--- config.mk ---
export PLATFORM = sky130hd
export DESIGN_NAME = vga_sync_gen
export DESIGN_NICKNAME = d
export VERILOG_FILES = /design/src/rtl/vga_sync_gen.sv
export SDC_FILE = /design/constraint.sdc
export NUM_CORES = 1
export LEC_CHECK = 0
export ABC_AREA = 0
export CORE_ASPECT_RATIO = 1.2
export CORE_UTILIZATION = 35
export CTS_BUF_LIST = sky130_fd_sc_hd__clkbuf_4
export DETAILED_ROUTE_END_ITERATION = 16
export DONT_BUFFER_PORTS = 1
export GPL_TIMING_DRIVEN = 1
export HOLD_SLACK_MARGIN = 0.1
export SYNTH_ARGS = -nofsm -noshare
export SYNTH_HDL_FRONTEND = slang
export SYNTH_SLANG_ARGS = --single-unit
--- constraint.sdc ---
create_clock -name clk -period 3.4 [get_ports clk]
set_clock_uncertainty 0.2 [all_clocks]
set_input_delay 0.68 -clock clk [delete_from_list [all_inputs] [get_ports clk]]
set_output_delay 0.68 -clock clk [all_outputs]
set_load 0.03 [all_outputs]
--- src/rtl/vga_sync_gen.sv ---
// VGA raster timing generator: pixel-strobe-enabled x/y counters with registered
// sync, visible-area and line/frame markers decoded from the next count values.
module vga_sync_gen #(
   parameter int H_VISIBLE = 640,
   parameter int H_FP      = 16,
   parameter int H_SYNC    = 96,
   parameter int H_BP      = 48,
   parameter int V_VISIBLE = 480,
   parameter int V_FP      = 10,
   parameter int V_SYNC    = 2,
   parameter int V_BP      = 33,
   parameter bit SYNC_POL  = 1'b0,
   parameter int CW        = 10
) (
   input  logic          clk,
   input  logic          rst_n,
   input  logic          pix_en,
   output logic [CW-1:0] x,
   output logic [CW-1:0] y,
   output logic          hsync,
   output logic          vsync,
   output logic          video_on,
   output logic          line_start,
   output logic          frame_start,
   output logic [7:0]    frame_cnt
);

   localparam int H_TOTAL = H_VISIBLE + H_FP + H_SYNC + H_BP;
   localparam int V_TOTAL = V_VISIBLE + V_FP + V_SYNC + V_BP;

   localparam logic [CW-1:0] ZERO   = {CW{1'b0}};
   localparam logic [CW-1:0] ONE    = CW'(1'b1);
   localparam logic [CW-1:0] H_LAST = CW'(H_TOTAL - 1);
   localparam logic [CW-1:0] V_LAST = CW'(V_TOTAL - 1);
   localparam logic [CW-1:0] H_VIS  = CW'(H_VISIBLE);
   localparam logic [CW-1:0] V_VIS  = CW'(V_VISIBLE);
   localparam logic [CW-1:0] HS_BEG = CW'(H_VISIBLE + H_FP);
   localparam logic [CW-1:0] HS_END = CW'(H_VISIBLE + H_FP + H_SYNC - 1);
   localparam logic [CW-1:0] VS_BEG = CW'(V_VISIBLE + V_FP);
   localparam logic [CW-1:0] VS_END = CW'(V_VISIBLE + V_FP + V_SYNC - 1);

   logic [CW-1:0] x_r, y_r;
   logic [CW-1:0] x_nxt_s, y_nxt_s;
   logic          hsync_r, vsync_r, video_on_r, line_start_r, frame_start_r;
   logic          hs_act_s, vs_act_s, vid_s, lstart_s, fstart_s;
   logic [7:0]    frame_cnt_r;

   // Next raster position and the flags that will accompany it.
   always_comb begin
      x_nxt_s  = x_r;
      y_nxt_s  = y_r;
      if (x_r == H_LAST) begin
         x_nxt_s = ZERO;
         if (y_r == V_LAST) begin
            y_nxt_s = ZERO;
         end else begin
            y_nxt_s = y_r + ONE;
         end
      end else begin
         x_nxt_s = x_r + ONE;
         y_nxt_s = y_r;
      end
      hs_act_s = (x_nxt_s >= HS_BEG) && (x_nxt_s <= HS_END);
      vs_act_s = (y_nxt_s >= VS_BEG) && (y_nxt_s <= VS_END);
      vid_s    = (x_nxt_s < H_VIS) && (y_nxt_s < V_VIS);
      lstart_s = (x_nxt_s == ZERO);
      fstart_s = lstart_s && (y_nxt_s == ZERO);
   end

   // Raster state; markers are cleared on any clk without a strobe so they stay one clk wide.
   always_ff @(posedge clk) begin
      if (!rst_n) begin
         x_r           <= H_LAST;
         y_r           <= V_LAST;
         hsync_r       <= ~SYNC_POL;
         vsync_r       <= ~SYNC_POL;
         video_on_r    <= 1'b0;
         line_start_r  <= 1'b0;
         frame_start_r <= 1'b0;
         frame_cnt_r   <= 8'd0;
      end else if (pix_en) begin
         x_r           <= x_nxt_s;
         y_r           <= y_nxt_s;
         hsync_r       <= hs_act_s ? SYNC_POL : ~SYNC_POL;
         vsync_r       <= vs_act_s ? SYNC_POL : ~SYNC_POL;
         video_on_r    <= vid_s;
         line_start_r  <= lstart_s;
         frame_start_r <= fstart_s;
         frame_cnt_r   <= fstart_s ? (frame_cnt_r + 8'd1) : frame_cnt_r;
      end else begin
         line_start_r  <= 1'b0;
         frame_start_r <= 1'b0;
      end
   end

   assign x           = x_r;
   assign y           = y_r;
   assign hsync       = hsync_r;
   assign vsync       = vsync_r;
   assign video_on    = video_on_r;
   assign line_start  = line_start_r;
   assign frame_start = frame_start_r;
   assign frame_cnt   = frame_cnt_r;

endmodule

==> results of run 1 <==
sequential cells by signal, indices dropped and copies added, names as in the netlist:
name	cells
vsync	1
frame_start	1
line_start	1
y	10
x	10
frame_cnt	8
hsync	1
video_on	1
cells in the mapped netlist, drive strengths merged, types with 2 or more instances:
cell     number  share of area
ha            6          0.035
nor3          7          0.019
o211ai        5          0.017
or4           4          0.014
nor2         25          0.044
nand3        14          0.033
o21ai        16          0.037
nand2b        4          0.012
xnor2         6          0.024
clkbuf       11          0.019
a21oi        24          0.056
or2           3         0.0087
buf           9          0.026
a311oi        2         0.0082
dfxtp        33           0.31
nand2        30          0.052
or3           5          0.015
xor2          4          0.016
a31oi         6          0.017
o21a          3          0.010
a31o          2         0.0082
inv          12          0.021
and2          4          0.012
nand4         8          0.023
o2111ai       2          0.011
and4          5          0.022
o31ai         4          0.014
and3          9          0.026
mux2i         4          0.019
final cells by class:
class / count / area, µm²
Clock buffer: 5 / 37.5
Tap cell: 80 / 100
Inverter: 12 / 45.0
Sequential cell: 33 / 664
Fill cell: 634 / 3260
Clock inverter: 3 / 65.1
Multi-Input combinational cell: 220 / 1350
Timing Repair Buffer: 35 / 263
kinds of logic (layout without fill, tap and decap cells):
| logic type | after synthesis | count (layout) | synth area share |
|---|---|---|---|
| XOR/XNOR | 10 | 10 | 0.0408 |
| multiplexers | 5 | 5 | 0.0239 |
| AO/OA/AOI/OAI | 71 | 71 | 0.206 |
| buffers and inverters | 32 | 55 | 0.0664 |
| flip-flops | 33 | 33 | 0.308 |
| adder cells (fa/ha/maj) | 6 | 6 | 0.0350 |
| AND/OR/NAND/NOR | 128 | 128 | 0.320 |
layer usage:
metal / vias up / wire length, µm / GRT usage
met5: - / 0 / 0
met4: 0 / 119 / 0.0857
met3: 16 / 269 / 0.0506
met2: 54 / 2870 / 0.327
met1: 990 / 2450 / 0.212
li1: 1074 / - / -
per-stage QoR:
| step | cell area, µm² | std cells | worst slack [ns] |
|---|---|---|---|
| 5_1_grt | 2520 | 388 | 0.0586 |
| 3_5_place_dp | 2420 | 380 | 0.196 |
| 4_1_cts | 2520 | 388 | 0.174 |
| 3_3_place_gp | 2420 | 380 | 0.237 |
| 6_report | 2520 | 388 | 0.241 |
| 2_1_floorplan | 2150 | 285 | 0.00654 |
worst min-delay path by stage:
stage / cells past startpoint / start / slack [ns] / end
2_1_floorplan: 2 / video_on / 0.39 / video_on
3_3_place_gp: 2 / x[9] / 0.36 / x[9]
3_5_place_dp: 2 / x[5] / 0.36 / x[5]
4_1_cts: 1 / rst_n / 0.18 / hsync
5_1_grt: 1 / rst_n / 0.16 / hsync
6_report: 1 / rst_n / 0.21 / hsync
power by group through the flow:
stage	registers [W]	logic (W)	clock network (W)
floorplan	0.000469	0.000204	0
global placement	0.000437	0.000332	0
detailed placement	0.000438	0.000334	0
CTS	0.000430	0.000336	0.000386
global route	0.000434	0.000372	0.000407
finish	0.000430	0.000338	0.000375
==> results.cfg, run 1 <==
[worst_setup_path]
worstPathCellList = ha_1 -> and4_4 -> a31oi_1 -> mux2_2 -> nor3_2 -> or3b_1 -> or4_4 -> or4_1 -> a21oi_1
timing.rr.start = x[1]
critPathKind = flip-flop to flip-flop
r2r-end = frame_cnt[7]
cp-end-kind = flip-flop
path_depth = 9
max_stage_delay_ns = 0.51
start_kind = flip-flop
critical-path-slowest-cell = or4_1
startpoint = x[1]
worstRegToRegCells = 9
critPathBufInv = 0
cp.required_ns = 3.47
worst-path-max-fanout = 12
crit_path_end = frame_cnt[7]
reg2reg_setup_slack_ns = 0.24
arrival_ns = 3.23
crit_family = simple AND/OR/NAND/NOR gates

[timing]
fin_crit_sh = 0.929
maxSlewViolCount = 0
whs_ns = 0.205
finalHoldViolCount = 0
tns_ns = 0
setup-violations-final = 0
maxSlewHeadroom = 0.631
rsz0062_at_grt = no
max_freq_ghz = 0.317
worst_pin_slew_ns = 0.553
fin_crit_ns = 3.16

[cts]
clk_pin_slew_worst_paths_ns = 0.11
cts_tree = yes
cts_resized = 0
cts_made_buffers = 5
htreeDepth = 2
clock_latency_ns = 0.35
clockBufferDepth = 2
numClockSinks = 33
cts_setup_buffers = 0
hold_buffers = 0
ctsRootBufferMaster = clkbuf_4

[drt]
drc = 0
dr.first_iter.drc_count = 129
viasPerCell = 5.50
drtAntennaViolNets = 0
dr.pass1.iters = 5
wl_um = 5720
vias = 2134
avgRoutedWirePerCell_um = 14.7

[finish]
area_growth_pct = 17.5
final_cell_mix = buf_4, nand2_1, dfxtp_1
final_nets = 316
antennaDiodeCount = 0
drive_gt1_frac = 0.182
final_common_cell = buf_4
post-route-util = 0.437

[logic_synthesis]
avgSynthCellArea_um2 = 7.53
yosysSeqAreaShare = 0.308
async_flop_share = 0
synthCells = 285
syn_nets = 294
synth_top_flop_cell = dfxtp_1
synth.cell_area_mm2 = 0.00215
synth_cell_types = 54
synth-edff-count = 0
ys_seq_elements = 33
yosysWarnings = 0

[worst_hold_path]
hold_class = input pin to flip-flop

[floorplanning]
die_w_um = 73.5
fp-row-count = 30
fp.dieH_um = 87.8
dieArea_mm2 = 0.00645
core_mm2 = 0.00578
start_util = 0.371
ios = 36

[power]
switching_share = 0.327
clockPowerShare = 0.328
internal_power_w = 0.000768
p_sw_w = 0.000374
p_leak_nw = 0.952
powerDensity_mw_per_mm2 = 453
ir_drop_mv = 0.226
power_w = 0.00114
p_comb_frac = 0.296
seqPwrFrac = 0.376

[outcome]
outcome = finished, final reports clean

[grt]
grt_pass1_wl_um = 9470
grt-ovfl-total = 0
antenna_found_initial = 0
grt_max_degree = 28
grt_usage = 0.188
first_global_vias = 2091

[placement]
port_buffers = 0
gp_congestion = 0.876
dp_hpwl_um = 4150

[flow_run]
cap_violations = 0
(Power assumes the default switching activity.)
==> run 2: changes to the inputs <==
--- a/config.mk
+++ b/config.mk
@@ -8,5 +8,6 @@
 export ABC_AREA = 0
 export CORE_ASPECT_RATIO = 1.2
-export CORE_UTILIZATION = 35
+export CORE_MARGIN = 2
+export CORE_UTILIZATION = 50
 export CTS_BUF_LIST = sky130_fd_sc_hd__clkbuf_4
 export DETAILED_ROUTE_END_ITERATION = 16
@@ -14,4 +15,5 @@
 export GPL_TIMING_DRIVEN = 1
 export HOLD_SLACK_MARGIN = 0.1
+export PLACE_DENSITY = 0.68
 export SYNTH_ARGS = -nofsm -noshare
 export SYNTH_HDL_FRONTEND = slang
==> constraint.sdc (replaced) <==
create_clock -name clk -period 3.4 [get_ports clk]
set_clock_uncertainty 0.2 [all_clocks]
set_input_delay 0.51 -clock clk [delete_from_list [all_inputs] [get_ports clk]]
set_output_delay 0.51 -clock clk [all_outputs]
set_load 0.03 [all_outputs]
==> run 2 against run 1 <==
Hold slack got worse by 0.088 ns. Flip-flop and latch count did not move. Design area fell by 3.2%. Critical path depth fell by 1. Clock power fell by 46%. Sequential power barely moved. Power fell by 15%. Combinational power rose by 1%. Largest cell class unchanged.
==> results.cfg, run 2 (same netlist as run 1, synthesis figures left out) <==
[finish]
post-route-util = 0.582
antennaDiodeCount = 0
final_common_cell = buf_4
fillers = 383
drive_gt1_frac = 0.170
area_growth_pct = 13.8
final_cell_mix = buf_4, nand2_1, dfxtp_1
stdcell_count = 362
final_nets = 316

[worst_hold_path]
min_from = rst_n
hold_end = frame_cnt[6]
hold_class = input pin to flip-flop
whs_path_depth = 2

[placement]
gp_congestion = 0.863
port_buffers = 0
dp_cells = 352
dp_hpwl_um = 3900

[floorplanning]
dieArea_mm2 = 0.00484
fp.dieH_um = 75.8
die_w_um = 63.8
start_util = 0.512
core_mm2 = 0.00420
ios = 36
fp-row-count = 26

[power]
power_w = 0.000973
powerDensity_mw_per_mm2 = 398
p_leak_nw = 0.920
ir_drop_mv = 0.284

[grt]
grt_pass1_wl_um = 9140
grt_max_degree = 25
grt-ovfl-total = 0
antenna_found_initial = 0
first_global_vias = 1908
grt_usage = 0.241

[cts]
numClockSinks = 33
cts_made_buffers = 5
clk_pin_slew_worst_paths_ns = 0.10
cts_tree = yes
clockBufferDepth = 2
htreeDepth = 2
clock_latency_ns = 0.34
ctsRootBufferMaster = clkbuf_4

[drt]
vias = 2135
drc = 0
viasPerCell = 5.90
drtAntennaViolNets = 0
dr.pass1.iters = 4
avgRoutedWirePerCell_um = 15.2
dr.first_iter.drc_count = 141
wl_um = 5520

[worst_setup_path]
arrival_ns = 3.24
timing.rr.start = x[3]
reg2reg_setup_slack_ns = 0.23
worstPathCellList = nand4_1 -> nor3_1 -> mux2_2 -> nor3_2 -> or3b_1 -> or4_4 -> or4_1 -> a21oi_1
start_kind = flip-flop
worst-path-max-fanout = 6
cp.required_ns = 3.47
worstRegToRegCells = 8
critPathKind = flip-flop to flip-flop
cp-end-kind = flip-flop
max_stage_delay_ns = 0.51
r2r-end = frame_cnt[7]
critPathBufInv = 0
crit_family = simple AND/OR/NAND/NOR gates
critical-path-slowest-cell = or4_1

[timing]
maxSlewViolCount = 0
setup-violations-final = 0
fin_crit_sh = 0.933
tns_ns = 0
max_freq_ghz = 0.315
fin_crit_ns = 3.17
maxSlewHeadroom = 0.637
worst_pin_slew_ns = 0.543
rsz0062_at_grt = no
finalHoldViolCount = 0

[flow_run]
cap_violations = 0

[outcome]
outcome = finished, final reports clean
## run 2: layout make-up
cell class	count	area, µm²	share of cell area
multi-input combinational	220	1350	0.553
sequential	33	664	0.272
timing repair buffer	35	270	0.111
tap	56	70.1	0.0287
inverter	12	45.0	0.0184
clock buffer	5	37.5	0.0154
clock inverter	1	5.00	0.00205
## run 2: metrics by stage
step | area (µm²) | hold slack, ns | worst slack, ns
2_1_floorplan | 2150 | 0.393 | 0.00654
3_3_place_gp | 2360 | 0.360 | 0.177
3_5_place_dp | 2360 | 0.368 | 0.0991
4_1_cts | 2430 | 0.108 | 0.0691
5_1_grt | 2440 | 0.117 | 0.0258
6_report | 2440 | 0.118 | 0.226
## run 2: report_power, final
part           leakage, nW  switching [W]  internal, W
registers            0.267      0.0000229     0.000405
clock network       0.0269       0.000130    0.0000717
logic                0.626       0.000205     0.000138
## run 2: worst max-delay path by stage
| stage | start | to | slack (ns) | cells past startpoint |
|---|---|---|---|---|
| 2_1_floorplan | x[4] | frame_cnt[7] | 0.007 | 10 |
| 3_3_place_gp | x[1] | frame_cnt[7] | 0.18 | 9 |
| 3_5_place_dp | x[1] | frame_cnt[7] | 0.1 | 9 |
| 4_1_cts | x[1] | frame_cnt[7] | 0.07 | 9 |
| 5_1_grt | x[1] | frame_cnt[2] | 0.03 | 10 |
| 6_report | x[3] | frame_cnt[7] | 0.23 | 8 |
## run 2: layer usage
metal / part of all wire / up-vias / track usage
met1: 0.44 / 996 / 0.302
met5: 0 / - / 0
met4: 0.016 / 0 / 0.0870
met2: 0.49 / 59 / 0.413
li1: - / 1073 / -
met3: 0.058 / 7 / 0.0532
## run 2: repair_timing
action,in CTS,in global routing
hold buffers,3,0
gates resized for setup,0,3
buffers inserted,0,1
setup endpoints to repair,0,4
endpoints found under the hold margin,12,0
